[src/rtl/fpmul_arbiter.sv]
// fpmul_arbiter: lets NREQ requesters share one combinational half-precision
// multiplier. A round-robin arbiter picks a requester, the product is captured
// in a one-deep result register, and the result goes back to the requester
// that owns it.
//
// Handshakes: a request transfers on a cycle where req_valid_i[k] and
// req_ready_o[k] are both high. A response transfers on a cycle where
// rsp_valid_o[k] and rsp_ready_i[k] are both high. req_ready_o is derived
// combinationally from req_valid_i in the same cycle. A requester must not
// make req_valid_i depend on req_ready_o. rsp_valid_o never depends on
// rsp_ready_i.
//
// Ports:
//   clk_i, rst_i   clock (rising edge) and asynchronous active-high reset
//   req_valid_i    per-requester request valid
//   req_ready_o    one-hot (or zero) grant, high in the accepting cycle
//   opA_i, opB_i   packed 16-bit operands, slice k belongs to requester k
//   tag_i          packed TAGW-bit tags, slice k belongs to requester k
//   rsp_valid_o    one-hot result valid, routed to the result's owner
//   rsp_ready_i    per-requester result accept (non-owner bits ignored)
//   MUL_o, tag_o   held product and its tag
//   inf_o, zero_o, denorm_o  classification of the held product
//   ops_cnt_o      number of drained results, wraps at 16 bits

// fpmul: combinational binary16 multiply with round-to-nearest-even,
// denormal inputs and outputs, overflow to infinity, and a canonical quiet
// NaN (0x7E00) for NaN operands and for infinity times zero.
//
// Ports:
//   opA_i, opB_i   binary16 operands
//   MUL_o          binary16 product
module fpmul (
  input  logic [15:0] opA_i,
  input  logic [15:0] opB_i,
  output logic [15:0] MUL_o
);
  logic               sign;
  logic               a_nan, b_nan, a_inf, b_inf, a_zero, b_zero;
  logic [10:0]        ma, mb;
  logic [5:0]         ee_sum;
  logic [21:0]        prod, prod_n;
  logic [4:0]         lead;
  logic signed [7:0]  s_raw;
  logic [4:0]         s_c;
  logic               normal;
  logic [33:0]        shifted;
  logic [10:0]        m;
  logic               guard, sticky;
  logic [11:0]        m_r;
  logic [6:0]         e_base;
  logic [16:0]        enc;
  logic [14:0]        mag;

  always_comb begin
    sign   = opA_i[15] ^ opB_i[15];
    a_nan  = (opA_i[14:10] == 5'h1f) && (opA_i[9:0] != 10'd0);
    b_nan  = (opB_i[14:10] == 5'h1f) && (opB_i[9:0] != 10'd0);
    a_inf  = (opA_i[14:10] == 5'h1f) && (opA_i[9:0] == 10'd0);
    b_inf  = (opB_i[14:10] == 5'h1f) && (opB_i[9:0] == 10'd0);
    a_zero = (opA_i[14:0] == 15'd0);
    b_zero = (opB_i[14:0] == 15'd0);

    // Significands with the hidden bit; a denormal uses exponent 1.
    ma = {(opA_i[14:10] != 5'd0), opA_i[9:0]};
    mb = {(opB_i[14:10] != 5'd0), opB_i[9:0]};
    ee_sum = {1'b0, ((opA_i[14:10] == 5'd0) ? 5'd1 : opA_i[14:10])}
           + {1'b0, ((opB_i[14:10] == 5'd0) ? 5'd1 : opB_i[14:10])};

    // Exact product: value = prod * 2^(ee_sum - 50).
    prod = ma * mb;

    lead = 5'd0;
    for (int i = 0; i < 22; i++) begin
      if (prod[i]) lead = i[4:0];
    end
    prod_n = prod << (5'd21 - lead);

    // Right shift of prod_n that lands the result at its output quantum.
    // 11 means a normal result. Larger values mean the result is denormal
    // and is quantised at 2^-24.
    s_raw  = 8'sd47 - $signed({2'b00, ee_sum}) - $signed({3'b000, lead});
    normal = (s_raw <= 8'sd11);
    if (normal)                 s_c = 5'd11;
    else if (s_raw >= 8'sd23)   s_c = 5'd23;
    else                        s_c = s_raw[4:0];

    shifted = 34'({prod_n, 23'b0} >> s_c);
    m       = shifted[33:23];
    guard   = shifted[22];
    sticky  = |shifted[21:0];
    m_r     = {1'b0, m} + {11'b0, guard & (sticky | m[0])};

    // The hidden bit of m_r adds 1 to the exponent field. A rounding carry
    // therefore moves into the exponent field (or promotes a denormal to the
    // smallest normal) without any special case.
    e_base = normal ? ({1'b0, ee_sum} + {2'b00, lead} - 7'd36) : 7'd0;
    enc    = {e_base, 10'b0} + {5'b0, m_r};
    mag    = (enc >= 17'h07C00) ? 15'h7C00 : enc[14:0];

    if (a_nan || b_nan || (a_inf && b_zero) || (b_inf && a_zero)) MUL_o = 16'h7E00;
    else if (a_inf || b_inf)                                      MUL_o = {sign, 15'h7C00};
    else if (prod == 22'd0)                                       MUL_o = {sign, 15'h0000};
    else                                                          MUL_o = {sign, mag};
  end
endmodule

module fpmul_arbiter #(
  parameter int NREQ = 2,
  parameter int TAGW = 4
) (
  input  logic                 clk_i,
  input  logic                 rst_i,
  input  logic [NREQ-1:0]      req_valid_i,
  output logic [NREQ-1:0]      req_ready_o,
  input  logic [16*NREQ-1:0]   opA_i,
  input  logic [16*NREQ-1:0]   opB_i,
  input  logic [TAGW*NREQ-1:0] tag_i,
  output logic [NREQ-1:0]      rsp_valid_o,
  input  logic [NREQ-1:0]      rsp_ready_i,
  output logic [15:0]          MUL_o,
  output logic [TAGW-1:0]      tag_o,
  output logic                 inf_o,
  output logic                 zero_o,
  output logic                 denorm_o,
  output logic [15:0]          ops_cnt_o
);
  localparam int PTRW = (NREQ > 1) ? $clog2(NREQ) : 1;

  typedef enum logic {EMPTY = 1'b0, FULL = 1'b1} state_t;

  state_t          state, state_nxt;
  logic [PTRW-1:0] ptr, own, gnt_idx;
  logic            found, drain, grant;
  logic [15:0]     mux_a, mux_b, prod;
  int              j;

  // Round-robin search: first valid requester at or after ptr, wrapping.
  always_comb begin
    found   = 1'b0;
    gnt_idx = '0;
    j       = 0;
    for (int i = 0; i < NREQ; i++) begin
      j = int'(ptr) + i;
      if (j >= NREQ) j = j - NREQ;
      if (!found && req_valid_i[j]) begin
        found   = 1'b1;
        gnt_idx = j[PTRW-1:0];
      end
    end
  end

  // A drain frees the register in the same cycle, so a new grant can load it
  // back-to-back. Grants are suppressed while reset is held, so all outputs
  // stay zero during reset.
  always_comb begin
    drain = (state == FULL) && rsp_ready_i[own];
    grant = !rst_i && found && ((state == EMPTY) || drain);

    req_ready_o = '0;
    if (grant) req_ready_o[gnt_idx] = 1'b1;

    rsp_valid_o = '0;
    if (state == FULL) rsp_valid_o[own] = 1'b1;

    mux_a = opA_i[int'(gnt_idx)*16 +: 16];
    mux_b = opB_i[int'(gnt_idx)*16 +: 16];
  end

  fpmul u_fpmul (
    .opA_i (mux_a),
    .opB_i (mux_b),
    .MUL_o (prod)
  );

  always_comb begin
    state_nxt = state;
    if (grant)      state_nxt = FULL;
    else if (drain) state_nxt = EMPTY;
  end

  always_ff @(posedge clk_i or posedge rst_i) begin
    if (rst_i) begin
      state     <= EMPTY;
      ptr       <= '0;
      own       <= '0;
      MUL_o     <= '0;
      tag_o     <= '0;
      inf_o     <= 1'b0;
      zero_o    <= 1'b0;
      denorm_o  <= 1'b0;
      ops_cnt_o <= '0;
    end else begin
      state <= state_nxt;
      if (grant) begin
        MUL_o    <= prod;
        tag_o    <= tag_i[int'(gnt_idx)*TAGW +: TAGW];
        inf_o    <= (prod[14:10] == 5'h1f);
        zero_o   <= (prod[14:0] == 15'd0);
        denorm_o <= (prod[14:10] == 5'd0) && (prod[9:0] != 10'd0);
        own      <= gnt_idx;
        ptr      <= (gnt_idx == PTRW'(NREQ - 1)) ? '0 : gnt_idx + 1'b1;
      end
      if (drain) ops_cnt_o <= ops_cnt_o + 16'd1;
    end
  end
endmodule

[config.mk]
export PLATFORM = sky130hd
export DESIGN_NAME = fpmul_arbiter
export DESIGN_NICKNAME = d
export VERILOG_FILES = /design/src/rtl/fpmul_arbiter.sv
export SDC_FILE = /design/constraint.sdc
export NUM_CORES = 1
export LEC_CHECK = 0
export BUFFER_PORTS_ARGS = -buffer_cell sky130_fd_sc_hd__buf_2
export CAP_MARGIN = 20
export CORE_MARGIN = 1
export CORE_UTILIZATION = 60
export CTS_BUF_LIST = sky130_fd_sc_hd__clkbuf_16
export DETAILED_ROUTE_END_ITERATION = 10
export PLACE_DENSITY = 0.83
export SYNTH_ARGS = -nofsm -noshare
export SYNTH_HDL_FRONTEND = slang
export SYNTH_SLANG_ARGS = --single-unit
export TNS_END_PERCENT = 5
[constraint.sdc]
create_clock -name clk_i -period 16.39 [get_ports clk_i]
set_input_delay 2.4585 -clock clk_i [delete_from_list [all_inputs] [get_ports clk_i]]
set_output_delay 2.4585 -clock clk_i [all_outputs]
set_load 0.005 [all_outputs]
==> metrics.yaml, run 1 <==
dp.cells: 1839
drc_errors: 0
finalHoldViolations: 0
cts_tree: "built"
cp_slowest_cell: "mux2i_1"
critPathMaxStageDelay_ps: 780
slew_headroom: 0.282
grt.overflow.total: 0
worstPathMaxFanout: 16
synth-seq-cells: 42
viasPerCell: 6.91
tightestPinTransition_ps: 1080
startpoint_type: "input port"
drive_gt1_frac: 0.162
crit_path_end_kind: "register"
synthArstFlopShare: 1.00
rsz0062_at_grt: "false"
dp_hpwl_microns: 31800
status: "finished clean"
setup_viol: 0
core-area_sq_um: 18700
clockBufferDepth: 2
synth_top_family_by_area: "compound AO/OA/AOI/OAI gates"
cts.reportedPaths.clkPinSlew_ps: 60
root_buffer: "clkbuf_16"
synth_cells: 1502
routed.top_layer: "met4"
synth-edff-count: 0
post_cts_buffers: 0
crit_type: "in -> reg"
port_buffers: 120
vias: 12800
wl_met1_microns: 16200
routabilityCongestion: 1.02
yosysWarnings: 0
cts.htree.levels: 2
postCtsHoldBufs: 0
grt_pass1_vias: 12400
timing.fmax_mhz: 63.9
finalNetCount: 1857
antennaDiodeCount: 0
syn_nets: 1746
floorplan.initialDensity: 0.614
dieArea_sq_um: 19700
cp.required_ps: 16560
fin_cells: 1847
min_period_over_period: 0.954
fp.dieW_microns: 140
drv_cap: 0
area_delta_synth_final_pct: 10.1
yosys.area_share.simple: 0.225
synth_xor_area_frac: 0.0411
synthAdderAreaFrac: 0.235
hold_class: "reg -> reg"
wl_per_cell_microns: 21.9
post_cts_resized: 0
grt_usage: 0.415
rows: 50
die_y_microns: 140
synth_compound_area_frac: 0.278
finalClockSkew_ps: 4.93
drt_iter0_drc: 1398
postRouteAntennaNets: 0
cts.sinks: 42
fin_tns_setup_ps: 0
synth_area_per_cell_sq_um: 7.65
wl_microns: 40500
fin_crit_ps: 15640
worst_skew_pair.late_latency_ps: 280
io_pins: 121
synth_top_flop_cell: "dfrtp_1"
grt_pass1_wl_microns: 65200
ys_types: 100
antenna_found_initial: 0
synth_mux_area_frac: 0.0593
dr_wl_met3_microns: 4100
grt_max_degree: 43
yosysSeqAreaShare: 0.0915
firstDrtPassIters: 6
final-max-slew-violation-count: 0
numCtsBuffers: 5
syn_area_sq_um: 11500
worstPathArrival_ps: 15810
routed-wl-met2_microns: 18200
-- path summary, 6_finish.rpt --
kind | start | endpoint | slack [ps] | cells after the start
worst max-delay path | req_valid_i[0] | denorm_o | 750 | 46
worst min-delay path | ops_cnt_o[5] | ops_cnt_o[5] | 500 | 1
worst max register to register | ptr | denorm_o | 2670 | 44
worst min register to register | ops_cnt_o[5] | ops_cnt_o[5] | 500 | 1
max in group asynchronous | rst_i | ops_cnt_o[0] | 13710 | 3
min in group asynchronous | rst_i | ops_cnt_o[6] | 2330 | 3
-- cell families (layout without fill, tap and decap cells) --
| family | after synthesis | count (layout) |
|---|---|---|
| AO/OA/AOI/OAI | 426 | 426 |
| AND/OR/NAND/NOR | 542 | 542 |
| XOR/XNOR | 53 | 53 |
| buffers and inverters | 209 | 320 |
| adder cells (fa/ha/maj) | 166 | 166 |
| flip-flops | 42 | 42 |
| multiplexers | 64 | 64 |
-- cell usage in the layout, fill, tap and decap left out, types with 17 or more instances in the layout --
master and count:
xor2_1 25, dfrtp_1 42, and2_1 17, o31ai_1 17, nand3_1 48, buf_4 49, nand2b_1 18, ha_1 83
o21ai_0 63, nand4_1 26, nor4_1 22, mux2_2 25, nor3_1 43, xnor2_1 27, o211ai_1 21, mux2i_1 32
o22ai_1 21, nand2_1 132, inv_1 144, a21oi_1 67, nor2_1 175, fa_1 83, a31oi_1 17, buf_2 120
-- critical path: cells and delay by family --
kind,cells,cell delay [ps]
AO/OA/AOI/OAI,20,5770
XOR/XNOR,2,760
adder cells (fa/ha/maj),8,3440
buffers and inverters,10,1160
multiplexers,1,780
AND/OR/NAND/NOR,5,1390
-- cells in the mapped netlist (7+ instances only) --
cell type  instances  area [sq um]
and3_1             7          43.8
a21oi_1           67           335
fa_1              83          1660
nor2b_1            8          50.1
o21a_1            11          82.6
dfrtp_1           42          1050
nor2_1           176           661
nand3_1           48           240
inv_1            142           533
clkbuf_1          50           188
o22ai_1           21           131
nand2b_1          18           113
nand4_1           26           163
buf_2              9          45.0
and2_1            17           106
o21bai_1           7          52.6
a211o_1            8          70.1
ha_1              83          1040
a31oi_1           17           106
nor3_1            43           215
a32oi_1           14           123
o31ai_1           17           128
o32ai_1            7          61.3
xnor2_1           27           236
mux2i_1           36           360
a22oi_1           16           120
a22o_1            10          87.6
nand2_1          132           495
or2_2             14          87.6
mux2_2            25           282
a21o_1            16           120
o221ai_1          11          96.3
nor4_1            22           138
a211oi_1          15           113
o2111ai_1          8          70.1
o21ai_0           66           330
o211ai_1          21           158
xor2_1            25           219
-- metrics by stage --
stage | cell area, sq um | setup slack [ps] | utilization | hold slack [ps]
2_1_floorplan | 11500 | 1060 | - | 444
3_3_place_gp | 12500 | 1010 | 0.667 | 454
3_5_place_dp | 12500 | 635 | 0.668 | 467
4_1_cts | 12600 | 734 | 0.675 | 498
5_1_grt | 12600 | 27.8 | 0.676 | 509
6_report | 12600 | 750 | 0.676 | 502
-- metal layers --
layer  global-route usage  vias to the layer above
met1                0.546                     6030
li1                     -                     5734
met5                    0                        -
met4                0.172                        0
met3               0.0687                      163
met2                0.676                      837
-- final cells by class --
class	instances	area, sq um
clock inverters	2	7.51
clock buffers	5	125
repair buffers	169	968
well taps	234	293
inverters	144	541
fillers	1610	6060
multi-input cells	1251	9660
flip-flops and latches	42	1050
-- state kept, by name (all words and copies together), names as in the netlist --
| register | flops |
|---|---|
| MUL_o | 16 |
| denorm_o | 1 |
| inf_o | 1 |
| ops_cnt_o | 16 |
| own | 1 |
| ptr | 1 |
| state | 1 |
| tag_o | 4 |
| zero_o | 1 |
Power of run 1 is left out: the tool's default activity adds up to more than one toggle a clock period on the data nets, which glitch-free logic cannot reach.
==> run 2, diff against run 1 <==
--- a/config.mk
+++ b/config.mk
@@ -14,2 +14,3 @@
 export PLACE_DENSITY = 0.83
+export SLEW_MARGIN = 15
 export SYNTH_ARGS = -nofsm -noshare
==> constraint.sdc (replaced) <==
create_clock -name clk_i -period 16.39 [get_ports clk_i]
set_input_delay 1.639 -clock clk_i [delete_from_list [all_inputs] [get_ports clk_i]]
set_output_delay 1.639 -clock clk_i [all_outputs]
set_load 0.005 [all_outputs]
==> run 2 against run 1 <==
First-iteration DRC count grew 7.2%. Maximum frequency grew 1.4%. Hold slack lost 27 ps. Cell area shrank 0.87%. Flip-flop and latch count is the same. Via count is essentially flat. Sequential share of layout area grew 0.073 points. Critical path type unchanged. Critical endpoint unchanged.
==> metrics.yaml, run 2 (synthesis gave the netlist of run 1 again) <==
status: "finished clean"
fin_crit_ps: 15430  # -211 ps
finalClockSkew_ps: 5.21  # +0.280 ps
rows: 50  # unchanged
critPathMaxStageDelay_ps: 780  # about the same
vias: 12800  # -0.063%
fp.dieW_microns: 140  # unchanged
startpoint_type: "input port"
io_pins: 121  # unchanged
wl_per_cell_microns: 22.5  # +2.7%
finalNetCount: 1839  # -0.97%
routabilityCongestion: 0.997  # -1.9%
hold-path-cell-count: 1  # unchanged
cts.sinks: 42  # unchanged
cp_slowest_cell: "mux2i_1"
port_buffers: 120  # unchanged
fin_tns_setup_ps: 0  # unchanged
crit_path_end_kind: "register"
r2r_slack_ps: 2040  # -630 ps
grt_pass1_vias: 12200  # -1.4%
crit_type: "in -> reg"
cts_tree: "built"
drive_gt1_frac: 0.154  # -0.00767
grt_max_degree: 43  # unchanged
antennaDiodeCount: 0  # unchanged
core-area_sq_um: 18700  # unchanged
hold_end: "ops_cnt_o[15]"
hold_class: "reg -> reg"
dieArea_sq_um: 19700  # unchanged
slew_headroom: 0.257  # -0.0246
ff2ff_path_depth: 45  # +2.3%
worstReg2RegStart: "ptr"
worst_skew_pair.late_latency_ps: 290  # about the same
numCtsBuffers: 5  # unchanged
die_y_microns: 140  # unchanged
fin_hold_ws_ps: 475  # -26.9 ps
viasPerCell: 6.97  # +0.87%
floorplan.initialDensity: 0.614  # unchanged
dp_hpwl_microns: 32400  # +1.8%
firstDrtPassIters: 6  # unchanged
fill_cells: 1582  # -1.7%
cp.required_ps: 16570  # about the same
antenna_found_initial: 1  # +1
ff_latch_area_sq_um: 1050  # unchanged
postCtsHoldBufs: 0  # unchanged
drt_iter0_drc: 1498  # +7.2%
worstPathMaxFanout: 23  # +7
post_cts_buffers: 0  # unchanged
drc_errors: 0  # unchanged
setup_viol: 0  # unchanged
cts.reportedPaths.clkPinSlew_ps: 60  # about the same
postRouteAntennaNets: 0  # unchanged
worstPathArrival_ps: 15610  # -200 ps
layout_common_cells: "nor2_1 (175), inv_1 (142), nand2_1 (132)"
r2r_end: "denorm_o"
mostFrequentLayoutCell: "nor2_1"
finalHoldViolations: 0  # unchanged
root_buffer: "clkbuf_16"
min_period_over_period: 0.941  # -0.0129
cts.htree.levels: 2  # unchanged
clockBufferDepth: 2  # unchanged
grt_usage: 0.420  # +0.00525
grt_pass1_wl_microns: 65500  # +0.48%
area_delta_synth_final_pct: 9.18
multiInputGateArea_sq_um: 9660  # about the same
reg_top3: "MUL_o: 16 flops, ops_cnt_o: 16 flops, tag_o: 4 flops"
min_from: "ops_cnt_o[15]"
grt.overflow.total: 0  # unchanged
drv_cap: 0  # unchanged
tightestPinTransition_ps: 1110  # +36.7 ps
wl_microns: 41200  # +1.7%
final-max-slew-violation-count: 0  # unchanged
timing.fmax_mhz: 64.8  # +1.4%
rsz0062_at_grt: "false"
==> run 2: worst max-delay path: cells and delay by family <==
| family | cells | cell delay, ps |
|---|---|---|
| AOI/OAI and AO/OA | 17 | 5120 |
| xor gates and xnor gates | 1 | 340 |
| adders and majority gates | 9 | 3590 |
| buffers and inverters | 9 | 1240 |
| muxes | 2 | 1080 |
| and+or+nand+nor | 9 | 2560 |
==> run 2: worst max-delay path by stage <==
stage,start,endpoint,slack [ps],cells after the start
finish,req_valid_i[0],denorm_o,960,47
global route,req_valid_i[0],denorm_o,40,47
CTS,req_valid_i[0],denorm_o,990,47
detailed placement,req_valid_i[0],denorm_o,740,47
global placement,req_valid_i[0],denorm_o,1010,47
floorplan,req_valid_i[0],denorm_o,1870,50
==> run 2: what timing repair did <==
item | in CTS | in global routing
hold endpoints to repair | 0 | 0
setup endpoints to repair | 0 | 9
gates resized for setup | 0 | 5
==> run 2: stage by stage <==
stage | instances | worst slack [ps] | cell area [sq um] | util
after floorplan | 1502 | 1870 | 11500 | -
after global placement | 1822 | 1010 | 12400 | 0.661
after detailed placement | 1822 | 739 | 12400 | 0.661
after CTS | 1830 | 993 | 12500 | 0.669
after global routing | 1830 | 39.2 | 12500 | 0.670
final | 1830 | 960 | 12500 | 0.670
==> run 2: layer usage <==
layer	GRT usage	part of all wire	vias to the layer above
met5	0	0.00019	-
met2	0.683	0.45	878
met3	0.0824	0.11	172
met1	0.540	0.39	6009
met4	0.190	0.047	2
li1	-	-	5695
==> run 2: final cells by class <==
class	count	area share
multi-input cells	1251	0.770
flip-flops and latches	42	0.0838
repair buffers	151	0.0675
inverters	144	0.0431
well taps	234	0.0233
clock buffers	5	0.00998
clock inverters	3	0.00200
Power of run 2 is left out for the same reason.
